<file path="src/rtl/dispatcher_ctrl.sv">
// dispatcher_ctrl: sequences double-buffered transposer loads and bit-serial drains
// for the Stripes dispatcher, one brick-set per buffer swap.
module dispatcher_ctrl #(
  parameter int WL               = 16,
  parameter int WORDS_PER_BRICK  = 16,
  parameter int PARALLEL_WINDOWS = 16,
  parameter int SEL_BITS         = 4,
  parameter int PREC_BITS        = 5,
  parameter int STREAM_LAT       = 2
) (
  input  logic                                 clk,
  input  logic                                 rst_n,
  input  logic                                 i_start,
  input  logic [15:0]                          i_num_sets,
  input  logic [PREC_BITS-1:0]                 i_precision,
  input  logic [PARALLEL_WINDOWS-1:0]          i_win_mask,
  input  logic [SEL_BITS*PARALLEL_WINDOWS-1:0] i_brick_sel,
  input  logic                                 i_mem_valid,
  output logic                                 o_mem_ready,
  output logic [SEL_BITS*PARALLEL_WINDOWS-1:0] o_sel,
  output logic [SEL_BITS-1:0]                  o_sel_t,
  output logic [PARALLEL_WINDOWS-1:0]          o_enable,
  output logic                                 o_read_buf,
  output logic                                 o_stream_valid,
  output logic                                 o_busy,
  output logic                                 o_done
);
  localparam int LD_W = $clog2(WORDS_PER_BRICK + 1);
  localparam logic [LD_W-1:0] full_cnt = LD_W'(WORDS_PER_BRICK);
  localparam logic [LD_W-1:0] last_row = LD_W'(WORDS_PER_BRICK - 1);
  localparam logic [PREC_BITS-1:0] max_prec = PREC_BITS'(WL);
  localparam logic [STREAM_LAT-1:0] last_bit = STREAM_LAT'(1) << (STREAM_LAT - 1);

  typedef enum logic [2:0] {IDLE, FILL, STEADY, DRAIN, DONE} state_t;

  state_t state, state_n;
  logic [15:0] num, num_n, ld_sets, ld_sets_n, drained, drained_n;
  logic [PREC_BITS-1:0] prec, prec_n, prec_in, dr_cnt, dr_cnt_n;
  logic [PARALLEL_WINDOWS-1:0] mask;
  logic [SEL_BITS*PARALLEL_WINDOWS-1:0] bsel;
  logic [LD_W-1:0] ld_cnt, ld_cnt_n, row;
  logic [STREAM_LAT-1:0] pipe, pipe_n;
  logic dr_act, dr_act_n;
  logic run, start, acc, swap, drain_now, fin, load_n, swap_n, ready_n, busy_n;

  assign o_stream_valid = pipe[STREAM_LAT-1];

  always_comb begin
    run       = state inside {FILL, STEADY, DRAIN};
    start     = state == IDLE && i_start;
    prec_in   = (i_precision == '0 || i_precision > max_prec) ? max_prec : i_precision;
    num_n     = start ? i_num_sets : num;
    prec_n    = start ? prec_in : prec;
    acc       = i_mem_valid && o_mem_ready;
    swap      = run && ld_cnt == full_cnt && (!dr_act || dr_cnt == prec);
    row       = swap ? '0 : ld_cnt;
    drain_now = swap || (run && dr_act && dr_cnt < prec);
    ld_cnt_n  = start ? '0 : swap ? LD_W'(acc) : ld_cnt + LD_W'(acc);
    ld_sets_n = start ? '0 : ld_sets + 16'(acc && row == last_row);
    dr_act_n  = !start && (dr_act || swap);
    // dr_cnt counts bit-planes already issued; the swap cycle issues plane 0
    dr_cnt_n  = start ? '0 : swap ? PREC_BITS'(1) : dr_cnt + PREC_BITS'(drain_now);
    pipe_n    = start ? '0 : (pipe << 1) | STREAM_LAT'(drain_now);
    drained_n = start ? '0 : drained + 16'(drain_now && dr_cnt_n == prec);
    fin       = drained_n == num && pipe_n == last_bit;
    state_n   = start ? ((i_num_sets == '0) ? DONE : FILL) :
                state == DONE ? IDLE :
                !run ? state :
                fin ? DONE :
                swap ? ((ld_sets < num) ? STEADY : DRAIN) : state;
    load_n    = state_n inside {FILL, STEADY};
    // predict next cycle's swap so ready stays high across it at full rate
    swap_n    = ld_cnt_n == full_cnt && (!dr_act_n || dr_cnt_n == prec_n);
    ready_n   = load_n && ld_sets_n < num_n && (ld_cnt_n != full_cnt || swap_n);
    busy_n    = (state_n inside {FILL, STEADY, DRAIN}) || (state_n == DONE && state != IDLE);
  end

  always_ff @(posedge clk) begin
    if (!rst_n) begin
      state       <= IDLE;
      num         <= '0;
      prec        <= '0;
      mask        <= '0;
      bsel        <= '0;
      ld_cnt      <= '0;
      ld_sets     <= '0;
      dr_act      <= 1'b0;
      dr_cnt      <= '0;
      drained     <= '0;
      pipe        <= '0;
      o_mem_ready <= 1'b0;
      o_sel       <= '0;
      o_sel_t     <= '0;
      o_enable    <= '0;
      o_read_buf  <= 1'b0;
      o_busy      <= 1'b0;
      o_done      <= 1'b0;
    end else begin
      state       <= state_n;
      num         <= num_n;
      prec        <= prec_n;
      if (start) begin
        mask <= i_win_mask;
        bsel <= i_brick_sel;
      end
      ld_cnt      <= ld_cnt_n;
      ld_sets     <= ld_sets_n;
      dr_act      <= dr_act_n;
      dr_cnt      <= dr_cnt_n;
      drained     <= drained_n;
      pipe        <= pipe_n;
      o_mem_ready <= ready_n;
      o_enable    <= acc ? mask : '0;
      if (acc) begin
        o_sel_t <= row[SEL_BITS-1:0];
        o_sel   <= bsel;
      end
      o_read_buf  <= o_read_buf ^ swap;
      o_busy      <= busy_n;
      o_done      <= state == DONE;
    end
  end
endmodule

</file>
<file path="config.mk">
export PLATFORM = sky130hd
export DESIGN_NAME = dispatcher_ctrl
export DESIGN_NICKNAME = d
export VERILOG_FILES = /design/src/rtl/dispatcher_ctrl.sv
export SDC_FILE = /design/constraint.sdc
export NUM_CORES = 1
export LEC_CHECK = 0
export BUFFER_PORTS_ARGS = -buffer_cell sky130_fd_sc_hd__buf_4
export CORE_MARGIN = 5
export CORE_UTILIZATION = 59
export DETAILED_ROUTE_END_ITERATION = 7
export GPL_TIMING_DRIVEN = 0
export MAX_ROUTING_LAYER = met4
export PLACE_DENSITY = 0.81
export SYNTH_ARGS = -nofsm -noshare
export SYNTH_HDL_FRONTEND = slang
export SYNTH_SLANG_ARGS = --single-unit
export TNS_END_PERCENT = 1
</file>
<file path="constraint.sdc">
create_clock -name clk -period 13.3 [get_ports clk]
set_input_delay 1.995 -clock clk [delete_from_list [all_inputs] [get_ports clk]]
set_output_delay 1.995 -clock clk [all_outputs]
set_load 0.02 [all_outputs]
</file>
Word level (Yosys, flattened, before mapping)
Index checks and enable logic that the tools add are counted.
{ "totals": {"reg_bits": 237, "latchBits": 0, "mem_bits_rw": 0, "romBits": 0, "input_bits": 105, "out_inout_bits": 89, "wordCells": 95, "memories": 0} }
{ "op_classes": {"addsub": 4, "mul": 0, "div_mod_pow": 0, "order_cmp": 4, "eq_ne": 17, "n_shift": 0, "mux": 18, "bitwise": 2, "reduce_logical": 32} }
{ "op_table": {"columns": ["operator", "count"], "rows": [
  ["2-to-1 mux 16 bit", 3],
  ["2-to-1 mux 5 bit", 7],
  ["adder 16 x 1 -> 16 bit", 2],
  ["< comparator 16 bit", 2],
  ["2-to-1 mux 3 bit", 6],
  ["equality test 16 bit", 1],
  ["zero test 16 bit", 1],
  ["equality test 5 bit", 3],
  ["logical AND 1 bit", 14],
  ["equality test 3 x 2 -> 1 bit (second input constant)", 4],
  ["adder 5 x 1 -> 5 bit", 2],
  ["equality test 5 bit (second input constant)", 2],
  ["nonzero test 3 bit", 3],
  ["logical OR 1 bit", 7],
  ["equality test 3 x 1 -> 1 bit (second input constant)", 2],
  ["equality test 3 bit (second input constant)", 2],
  ["equality test 5 x 4 -> 1 bit (second input constant)", 1],
  ["> comparator 5 bit (second input constant)", 1],
  ["zero test 5 bit", 1],
  ["< comparator 5 bit", 1],
  ["inequality test 5 bit (second input constant)", 1],
  ["zero test 1 bit", 3],
  ["zero test 3 bit", 1],
  ["equality test 2 bit (second input constant)", 1],
  ["other kinds (6)", 6]
]} }

Longest topological paths before layout
{ "logic_depth": {"depth_word": 22, "ltp_mapped": 25, "ltp_nobuf": 25} }

Least setup slack after synthesis
OpenSTA, ideal clock, no wires.
{ "synth_path": {"path_kind": "input to register", "start": "input port i_start", "end": "register o_mem_ready", "arrival_ns": 6.360, "required_time_ns": 13.234, "path_slack_ns": 6.874, "stages": 19, "path_cell_list": "nor4b_4 -> clkbuf_8 -> clkbuf_1 -> clkbuf_1 -> clkbuf_1 -> o31ai_1 -> o2111ai_1 -> nor2_1 -> ha_1 -> ha_1 -> xor2_1 -> a2111o_1 -> a2111oi_4 -> o2111ai_1 -> or4_4 -> nor4_4 -> a31oi_1 -> or3b_1 -> a21oi_2"} }
{ "synth_via": {"elab_chain_cells": 16, "word_cells_on_any_way": 33} }
{ "synth_lines": {"columns": ["item", "line_no", "source"], "rows": [
  ["from (decl)", "13", "input logic i_start,"],
  ["logical AND 1 bit *", "50", "start = state == IDLE && i_start;"],
  ["2-to-1 mux 5 bit", "62", "dr_cnt_n = start ? '0 : swap ? PREC_BITS'(1) : dr_cnt + PREC_BITS'(drain_now);"],
  ["equality test 5 bit", "64", "drained_n = start ? '0 : drained + 16'(drain_now && dr_cnt_n == prec);"],
  ["logical AND 1 bit", "64", null],
  ["adder 16 x 1 -> 16 bit", "64", null],
  ["2-to-1 mux 16 bit", "64", null],
  ["equality test 16 bit", "65", "fin = drained_n == num && pipe_n == last_bit;"],
  ["logical AND 1 bit", "65", null],
  ["2-to-1 mux 3 bit", "69", "fin ? DONE :"],
  ["2-to-1 mux 3 bit", "68", "!run ? state :"],
  ["2-to-1 mux 3 bit", "67", "state == DONE ? IDLE :"],
  ["2-to-1 mux 3 bit", "66", "state_n = start ? ((i_num_sets == '0) ? DONE : FILL) :"],
  ["equality test 3 x 1 -> 1 bit / equality test 3 x 2 -> 1 bit (equally long branches)", "71", "load_n = state_n inside {FILL, STEADY};"],
  ["nonzero test 2 bit", "71", null],
  ["logical AND 1 bit", "74", "ready_n = load_n && ld_sets_n < num_n && (ld_cnt_n != full_cnt || swap_n);"],
  ["logical AND 1 bit *", "74", null],
  ["to (signal assigned)", "112", "o_mem_ready <= ready_n;"],
  ["to (decl)", "19", "output logic o_mem_ready,"]
]} }
Every way passes the cells marked *; elsewhere a longest branch is shown, timed or not.
A chain may end at the register's enable or synchronous reset.

Worst setup path after layout
Same ends and word-level chain as after synthesis.

==> results.yml <==
run_status:
  status: "completed"
clocking:
  post_cts_buffers: 0
  cts_root_buffer: "clkbuf_16"
  clockBufferDepth: 3
  post_cts_resized: 0
  ctsHoldBuffers: 0
  clkTransAtPathRegs_ns: 0.06
  clock_latency_ns: 0.53
  numCtsBuffers: 25
  cts_tree: "yes"
  cts.sinks: 237
  htree_levels: 1
die:
  coreArea_mm2: 0.0166
  initial_core_util_pct: 60.2
  ios: 194
  row_count: 47
  die_w_um: 140
  die-area_mm2: 0.0197
  die_h_um: 140
final_layout:
  final_area_mm2: 0.0126
  nets: 1605
  final_cells: 1694
  syn_to_final_growth_pct: 26.1
  final_util_pct: 75.9
  drive_above_1_share_pct: 17.2
  n_antenna_cell: 0
worst_setup_path:
  r2r_end: "o_mem_ready"
  ff2ff_path_depth: 24
  path_class: "in -> reg"
  critPathRequiredTime_ns: 13.75
  cp-endpoint: "o_mem_ready"
  worstReg2RegStart: "prec[2]"
  startpoint: "i_start"
  startpoint_type: "primary input"
  critPathCaptureType: "register"
  crit_path_max_fanout: 10
  arrival_ns: 7.75
  r2r_slack_ns: 6.91
yosys:
  syn-num-nets: 1386
  synthArstFlopShare_pct: 0
  synth_top_cell_area_share_pct: 47.4
  yosys_warnings: 0
  syn_inst: 1237
  synth_most_common_cell: "nand2_1"
  ys.flop_type: "dfxtp_1"
  synth_area_leaders: "dfxtp_1 47%, nand2_1 12%, a21oi_1 8.7%"
  synth_area_mm2: 0.0100
  ys_ff_latch: 237
  ys_types: 67
  synth_enable_flop_cells: 0
  ys_seq_area_share_pct: 47.4
  avgSynthCellArea_um2: 8.09
  yosysTopAreaCell: "dfxtp_1"
  synth_commonest_cells: "326 x nand2_1, 237 x dfxtp_1, 175 x a21oi_1"
route:
  drt_wl_total_mm: 28.6
  vias: 9446
  avgViaCountPerCell: 5.58
  drtPass1Iterations: 5
  ant_nets: 0
  drt_iter0_drc: 750
  routedWlPerCell_um: 16.9
  drc: 0
timing:
  min_period_ns: 7.30
  max_freq_ghz: 0.137
  maxSlewHeadroom_pct: 50.0
  setup_viol: 0
  maxSlewViolCount: 0
  tns_ns: 0
  tightest_slew_ns: 0.751
  rsz0062_at_grt: "false"
  holdWs_ns: 0.438
  hold_violations: 0
  period_share_pct: 54.9
  finClkSkew_ns: 0.00907
pwr:
  sw_frac_of_total_pct: 23.6
  p_int_uw: 1260
  seqPwrFrac_pct: 45.3
  clkPwrFrac_pct: 45.8
  p_per_area_mw_per_mm2: 130
  power_frac_comb_pct: 8.9
  ir_drop_v: 0.000104
  total_leakage_power_uw: 0.00523
  power_switching_uw: 389
global_route:
  antenna_found_initial: 0
  track_usage_pct: 28.6
  overflow: 0
  grt_first_pass_wirelength_mm: 45.3
  grt_max_degree: 15
  grt_pass1_vias: 9126
placed_design:
  gp_congestion: 0.954
  port_buffers: 192
  hpwl_mm: 20.9
  placedCellCount: 1649
  placed_cell_area_mm2: 0.0117
worst_hold_path:
  holdPathStages: 2
  min_from: "pipe[0]"
  hp-class: "reg -> reg"
run:
  cap_violations: 0
-- kinds of logic after synthesis --
family / after synthesis / synth area share (%)
and+or+nand+nor: 561 / 24.7
AOI/OAI and AO/OA: 238 / 13.6
DFF: 237 / 47.4
buffers and inverters: 108 / 4.42
xor gates and xnor gates: 48 / 4.34
adders and majority gates: 44 / 5.50
muxes: 1 / 0.100
-- registers in the layout, indices dropped and copies added, names as in the netlist --
| register | count |
|---|---|
| bsel | 64 |
| dr_act | 1 |
| dr_cnt | 5 |
| drained | 16 |
| ld_cnt | 5 |
| ld_sets | 16 |
| mask | 16 |
| num | 16 |
| o_busy | 1 |
| o_done | 1 |
| o_enable | 16 |
| o_mem_ready | 1 |
| o_read_buf | 1 |
| o_sel | 64 |
| o_sel_t | 4 |
| pipe | 2 |
| prec | 5 |
| state | 3 |
-- placed cells by master (no fill, tap or decap), types with 9 or more instances in the layout --
cell	Yosys	layout
a21oi_1	175	175
xor2_1	21	21
xnor2_1	26	26
o21ai_0	14	14
ha_1	44	44
nand4_1	16	16
clkbuf_1	71	75
inv_1	30	30
a21o_1	9	9
nor2_1	98	98
and3_1	30	30
nor4_1	10	10
buf_4	0	192
clkbuf_16	0	25
nand3_1	23	23
nor3_1	24	24
dfxtp_1	237	237
nand2_1	326	326
-- stage by stage --
step / setup WS (ns) / total power (uW)
global placement: 5.67 / 900
detailed placement: 5.55 / 903
CTS: 6.10 / 1650
floorplan: 6.87 / 841
global route: 5.80 / 1700
finish: 6.00 / 1650
-- power by group through the flow --
stage	clock network [uW]	registers [uW]	logic (uW)
floorplan	0	762	79.2
global placement	0	760	140
detailed placement	0	761	143
CTS	760	745	144
global route	793	748	160
finish	754	746	146
-- worst min-delay path by stage --
stage                      endpoint  slack (ns)
final                       pipe[1]        0.44
after global routing        pipe[1]        0.46
after CTS                   pipe[1]        0.44
after detailed placement    pipe[1]        0.43
after global placement    o_sel[61]        0.44
after floorplan             pipe[1]        0.42
-- cell type report --
cell class	instances	area (um^2)
Multi-Input combinational cell	892	4820
Sequential cell	237	4740
Fill cell	1263	4020
Timing Repair Buffer	192	1440
Clock buffer	33	696
Buffer	76	323
Tap cell	220	275
Clock inverter	12	204
Inverter	32	120
-- critical path: stages --
cell	delay (ns)
buf_4	0.09
nor4b_4	0.31
clkbuf_8	0.25
clkbuf_1	0.45
clkbuf_1	0.46
clkbuf_1	0.63
o31ai_1	0.16
o2111ai_1	0.13
nor2_1	0.08
ha_1	0.24
ha_1	0.32
xor2_1	0.16
a2111o_1	0.39
a2111oi_4	0.35
o2111ai_1	0.16
or4_4	0.57
nor4_4	0.22
a31oi_1	0.18
or3b_1	0.42
a21oi_2	0.17
-- per-layer routing --
metal	wire, um	vias up	track usage (%)	share of wire (%)
met1	11700	4397	36.6	41
met5	0	-	-	0
met2	13400	398	45.4	47
met4	705	0	7.90	2.5
met3	2800	58	6.95	9.8
li1	-	4593	-	-
No activity file was read; power rests on OpenSTA's default activity.
